### src/rtl/spi_bus_arbiter.sv
// Round-robin arbiter that shares one SPI clock divider among NUM_REQ requesters.
// Per grant: optionally reprogram the divider, fire one burst, hold chip select, pulse done.
module spi_bus_arbiter #(
   parameter int NUM_REQ = 4
) (
   input  logic                   i_clk,
   input  logic                   i_rst_n,
   input  logic [NUM_REQ-1:0]     i_req,
   input  logic [8*NUM_REQ-1:0]   i_div,
   output logic [NUM_REQ-1:0]     o_grant,
   output logic [NUM_REQ-1:0]     o_cs_n,
   output logic [NUM_REQ-1:0]     o_done,
   output logic                   o_err,
   output logic                   o_busy,
   output logic [8:0]             o_div_config,
   output logic                   o_div_start_n,
   input  logic                   i_div_idle
);

   localparam int IW = (NUM_REQ > 1) ? $clog2(NUM_REQ) : 1;

   typedef enum logic [2:0] {
      S_IDLE, S_ARB, S_CONFIG, S_CFG_WAIT, S_START, S_RUN_WAIT, S_DONE
   } state_t;

   state_t            state, state_nx;
   logic [IW-1:0]     last_q, idx_q, pick_idx, cand;
   logic              pick_found;
   logic [7:0]        div_q, cache_div_q, pick_div;
   logic              cache_valid_q, err_q, seen_low_q;
   logic [2:0]        wait_cnt_q;
   logic              timeout, wait_exit;
   logic [NUM_REQ-1:0] idx_onehot;

   // Scan from the requester after the last one served, wrapping around.
   // NOTE: every always_comb output gets a default first so no latch is inferred.
   always_comb begin
      pick_found = 1'b0;
      pick_idx   = last_q;
      cand       = last_q;
      for (int i = 1; i <= NUM_REQ; i++) begin
         cand = IW'((int'(last_q) + i) % NUM_REQ);
         if (!pick_found && i_req[cand]) begin
            pick_found = 1'b1;
            pick_idx   = cand;
         end
      end
   end

   assign pick_div = i_div[8*pick_idx +: 8];

   // The divider must have dropped idle (seen_low_q) before a rising idle counts.
   assign wait_exit = seen_low_q && i_div_idle;

   always_comb begin
      state_nx = state;
      timeout  = 1'b0;
      case (state)
         S_IDLE:     if (|i_req) state_nx = S_ARB;
         S_ARB: begin
            if (!pick_found)
               state_nx = S_IDLE;
            else if (cache_valid_q && cache_div_q == pick_div)
               state_nx = S_START;
            else
               state_nx = S_CONFIG;
         end
         S_CONFIG:   state_nx = S_CFG_WAIT;
         S_CFG_WAIT: begin
            if (wait_exit)
               state_nx = S_START;
            else if (wait_cnt_q == 3'd7) begin
               timeout  = 1'b1;
               state_nx = S_DONE;
            end
         end
         S_START:    state_nx = S_RUN_WAIT;
         S_RUN_WAIT: begin
            if (wait_exit)
               state_nx = S_DONE;
            else if (!seen_low_q && i_div_idle && wait_cnt_q == 3'd3) begin
               timeout  = 1'b1;
               state_nx = S_DONE;
            end
         end
         S_DONE:     state_nx = S_IDLE;
         default:    state_nx = S_IDLE;
      endcase
   end

   // NOTE: sequential state uses non-blocking assignments so all registers update together.
   always_ff @(posedge i_clk or negedge i_rst_n) begin
      if (!i_rst_n) begin
         state         <= S_IDLE;
         last_q        <= IW'(NUM_REQ - 1);
         idx_q         <= '0;
         div_q         <= '0;
         cache_div_q   <= '0;
         cache_valid_q <= 1'b0;
         err_q         <= 1'b0;
         seen_low_q    <= 1'b0;
         wait_cnt_q    <= '0;
      end else begin
         state <= state_nx;

         // Wait bookkeeping restarts on every state change.
         if (state != state_nx) begin
            seen_low_q <= 1'b0;
            wait_cnt_q <= '0;
         end else begin
            if (!i_div_idle) seen_low_q <= 1'b1;
            if (wait_cnt_q != 3'd7) wait_cnt_q <= wait_cnt_q + 3'd1;
         end

         if (state == S_ARB && pick_found) begin
            idx_q <= pick_idx;
            div_q <= pick_div;
            err_q <= 1'b0;
         end
         if (state == S_CONFIG) begin
            cache_div_q   <= div_q;
            cache_valid_q <= 1'b1;
         end
         if (timeout) err_q <= 1'b1;
         if (state == S_DONE) begin
            last_q <= idx_q;
            if (err_q) cache_valid_q <= 1'b0;
         end
      end
   end

   assign idx_onehot = {{(NUM_REQ-1){1'b0}}, 1'b1} << idx_q;

   always_comb begin
      o_grant = '0;
      if (state inside {S_CONFIG, S_CFG_WAIT, S_START, S_RUN_WAIT, S_DONE})
         o_grant = idx_onehot;
   end

   assign o_cs_n        = ~o_grant;
   assign o_done        = (state == S_DONE) ? idx_onehot : '0;
   assign o_err         = (state == S_DONE) && err_q;
   assign o_busy        = (state != S_IDLE);
   assign o_div_config  = (state == S_CONFIG) ? {div_q, 1'b1} : 9'd0;
   assign o_div_start_n = (state != S_START);

endmodule

### config.mk
export PLATFORM = sky130hd
export DESIGN_NAME = spi_bus_arbiter
export DESIGN_NICKNAME = d
export VERILOG_FILES = /design/src/rtl/spi_bus_arbiter.sv
export SDC_FILE = /design/constraint.sdc
export NUM_CORES = 1
export LEC_CHECK = 0
export CORE_AREA = 2 2 97 52
export CTS_CLUSTER_SIZE = 40
export DETAILED_ROUTE_END_ITERATION = 6
export DIE_AREA = 0 0 99 54
export GPL_TIMING_DRIVEN = 0
export PLACE_DENSITY = 0.9
export SYNTH_ARGS = -nofsm -noshare
export SYNTH_HDL_FRONTEND = slang
export SYNTH_SLANG_ARGS = --single-unit
### constraint.sdc
create_clock -name i_clk -period 3.85 [get_ports i_clk]
set_clock_uncertainty 0.1 [all_clocks]
set_input_delay 0.77 -clock i_clk [delete_from_list [all_inputs] [get_ports i_clk]]
set_output_delay 0.77 -clock i_clk [all_outputs]
set_load 0.02 [all_outputs]
==> qor.csv <==
stage,metric,value,unit
clock_tree,Root Driver,clkbuf_8,
floorplanning,Die Span Y,54,µm
clock_tree,hold_buf cts,0,
synth,area share of fa/ha/maj cells after synthesis,2.97,%
layout,final instance area,0.00291,mm²
place,Placed Instances,362,
routing,DRC,0,
timing,f_max,0.272,GHz
clock_tree,Worst-path clk slew,60,ps
layout,share of layout cells above drive strength 1,12.3,%
setup_path,Crit path buffers/inverters,2,
timing,Final Hold Fails,0,
synth,"flops & latches, synth",29,
worst_hold_path,worst hold path type,flop to flop,
timing,count of pins over their slew limit,0,
setup_path,Crit Path Class,input pin to flop,
power_and_ir_drop,Max IR drop VDD,387,µV
grt,vias in the first global route,1883,
synth,"area leader, netlist",dfrtp_1,
power_and_ir_drop,Pleak,1.26,nW
clock_tree,CTS buffer count,5,
synth,syn avg cell area,8.78,µm²
synth,Cells after Synth,240,
layout,Layout Area Growth over Synthesis,37.9,%
synth,register area share after synthesis,34.5,%
setup_path,CP max stage delay,590,ps
worst_hold_path,hold wc startpoint,div_q[4],
clock_tree,CTS tree,built,
setup_path,Critical Path End Type,flop,
routing,Routed Antenna Nets,0,
synth,Mapped Area,0.00211,mm²
routing,Routed WL,5.65,mm
timing,Worst-Margin Slew,653,ps
routing,DR iter-0 viols,109,
clock_tree,CTS H-Tree Depth,2,
grt,antenna violations before repair,0,
synth,complex-gate fraction of the synthesized area,15.3,%
layout,Final nets,353,
setup_path,Worst R2R Setup Slack,620,ps
clock_tree,CTS max path bufs,2,
synth,Mapped Nets,284,
clock_tree,TritonCTS Sinks,29,
setup_path,critical path startpoint category,input pin,
synth,mux contribution to synthesized area,18.0,%
timing,Slew Limit Headroom,56.4,%
place,port bufs,62,
floorplanning,full die area,0.00535,mm²
timing,Final Cycle Share,95.6,%
layout,Finished Layout Cells,370,
floorplanning,die span in x,99,µm
setup_path,CP Data Arrival Time,3750,ps
layout,Ant. Diodes,0,
setup_path,Crit Path Max Fanout,10,
synth,Main synth FF type,dfrtp_1,
job,Max Cap Viol,0,
routing,Via density,5.44,
synth,synth warn,0,
synth,ys async rst share,100,%
timing,Tmin final,3680,ps
setup_path,Critical Path RT,3910,ps
synth,XOR/XNOR share of the synthesized area,2.08,%
timing,Setup Viol. Count Final,0,
grt,largest net degree at the start of global routing,30,
timing,RSZ-0062 raised after global routing,false,
synth,simple-gate share of the synthesized area,22.1,%
place,HPWL after DPL,4.45,mm
synth,"top cells by area, synth","dfrtp_1 (32%), mux2i_1 (9.5%), mux2_2 (8.0%)",
floorplanning,Core ar.,0.00462,mm²
clock_tree,Worst-Skew Late Latency,280,ps
grt,final global-route overflow total,0,
grt,global-route wire length before repair,9.09,mm
setup_path,Worst R2R Start,last_q[1],
setup_path,Setup crit start,i_req[1],
routing,via count,2011,
synth,library cells used by synthesis,50,
timing,setup_tns,0,ps
place,Post-DP Area,0.00280,mm²
setup_path,Crit path max-delay family,compound AO/OA/AOI/OAI gates,
floorplanning,Ports,63,
floorplanning,Placement Rows,18,
routing,DR pass1 iterations,4,
routing,Routed WL per cell,15.3,µm
floorplanning,Starting Density,45.7,%
setup_path,Crit-path slowest cell,clkdlybuf4s50_1,
synth,Synth top area share,32.0,%
place,final RePlAce weighted congestion,0.869,
setup_path,critical path cell sequence,"clkdlybuf4s50_1, nand2b_1, a2bb2oi_1, nand2_2, buf_2, mux2_2, mux2i_1, o22ai_1, a211oi_2, a31oi_1, a21oi_2, nor3b_1",
synth,"EDFF count, synth",0,
synth,largest family of logic cells by synthesized area,simple AND/OR/NAND/NOR gates,
power_and_ir_drop,Pwr per Cell Area,755,mW/mm²
grt,GRT Util Overall,22.2,%
status,status,"complete, no violations",
## metrics by stage
step                      power [mW]  utilization, %  hold WS [ps]  worst slack [ps]
after floorplan                 1.47               -           342               861
after global placement          1.85            60.7           356              -164
after detailed placement        1.90            60.7           364              -215
after CTS                       2.18            62.9           377              69.3
after global routing            2.36            63.0           406              12.3
final                           2.19            63.0           376               168
## cell type report
class / instances / area [µm²]
Fill cell: 371 / 1710
Multi-Input combinational cell: 186 / 1290
Sequential cell: 29 / 728
Timing Repair Buffer: 62 / 616
Clock buffer: 8 / 90.1
Tap cell: 60 / 75.1
Buffer: 12 / 57.6
Inverter: 13 / 48.8
## cell usage after synthesis, types with 2 or more instances
cell / instances
o21ai_0: 11
o21bai_1: 5
nand2_2: 2
mux2_2: 15
dfstp_2: 2
nand2_1: 40
inv_1: 12
a21oi_1: 4
xor2_1: 2
nand2b_1: 7
o32ai_1: 2
buf_2: 3
ha_1: 5
and2_1: 9
nand3_1: 5
a211oi_1: 2
nor3_1: 3
o22ai_1: 4
mux2i_1: 20
dfrtp_1: 27
a31oi_1: 2
clkbuf_1: 7
nand3b_1: 4
nor2_1: 17
or3_1: 2
xnor2_1: 3
a211o_1: 2
## cells in the final DEF (no fill, tap or decap), types with 2 or more instances in the layout
| master | instances |
|---|---|
| a21oi_1 | 4 |
| o22ai_1 | 4 |
| nand3_1 | 5 |
| clkbuf_8 | 6 |
| xnor2_1 | 3 |
| ha_1 | 5 |
| o32ai_1 | 2 |
| o21ai_0 | 11 |
| nand2_2 | 2 |
| nor3_1 | 2 |
| a31oi_1 | 2 |
| nor2_1 | 17 |
| dfrtp_1 | 27 |
| or3_1 | 2 |
| mux2i_1 | 20 |
| clkbuf_1 | 8 |
| clkdlybuf4s50_1 | 61 |
| nand3b_1 | 4 |
| mux2_2 | 15 |
| nand2_1 | 40 |
| a211o_1 | 2 |
| inv_1 | 12 |
| buf_2 | 4 |
| and2_1 | 9 |
| o21bai_1 | 5 |
| dfstp_2 | 2 |
| xor2_1 | 2 |
| nand2b_1 | 7 |
## power breakdown
part,internal [mW],total [mW],switching [mW]
clock,0.145,0.259,0.113
sequential,0.448,0.569,0.121
combinational,0.610,1.37,0.756
## final timing paths
| kind | cells after the start | to |
|---|---|---|
| hold / removal | 2 | div_q[4] |
| max in group asynchronous | 1 | err_q |
| hold reg to reg | 2 | div_q[4] |
| min in group asynchronous | 1 | div_q[1] |
| setup / recovery | 12 | wait_cnt_q[1] |
| setup reg to reg | 12 | wait_cnt_q[1] |
## tightest hold or removal path, cell delays in order, from the launching register on
cell	delay, ps
dfrtp_1	330
nand2_1	40
o21ai_0	60
## registers in the layout (all words and copies together), names as in the netlist
| name | flops |
|---|---|
| cache_div_q | 8 |
| last_q | 2 |
| idx_q | 2 |
| div_q | 8 |
| wait_cnt_q | 3 |
| err_q | 1 |
| seen_low_q | 1 |
| cache_valid_q | 1 |
| state | 3 |
## what timing repair did
item | 4_1_cts | 5_1_grt
resized for setup | 2 | 3
buffers inserted | 0 | 0
pin swaps | 0 | 0
setup endpoints to repair | 7 | 10
## layer usage
layer | global-route usage (%) | part of all wire (%)
met3 | 5.06 | 8.3
met2 | 34.9 | 43
met1 | 31.8 | 48
met4 | 4.57 | 0.64
met5 | 0 | 0
## cell families after synthesis
logic type | count (synthesis)
AND/OR/NAND/NOR | 95
adder cells (fa/ha/maj) | 5
AO/OA/AOI/OAI | 45
flip-flops | 29
XOR/XNOR | 5
buffers and inverters | 25
multiplexers | 36
No activity file was read; power rests on OpenSTA's default activity.
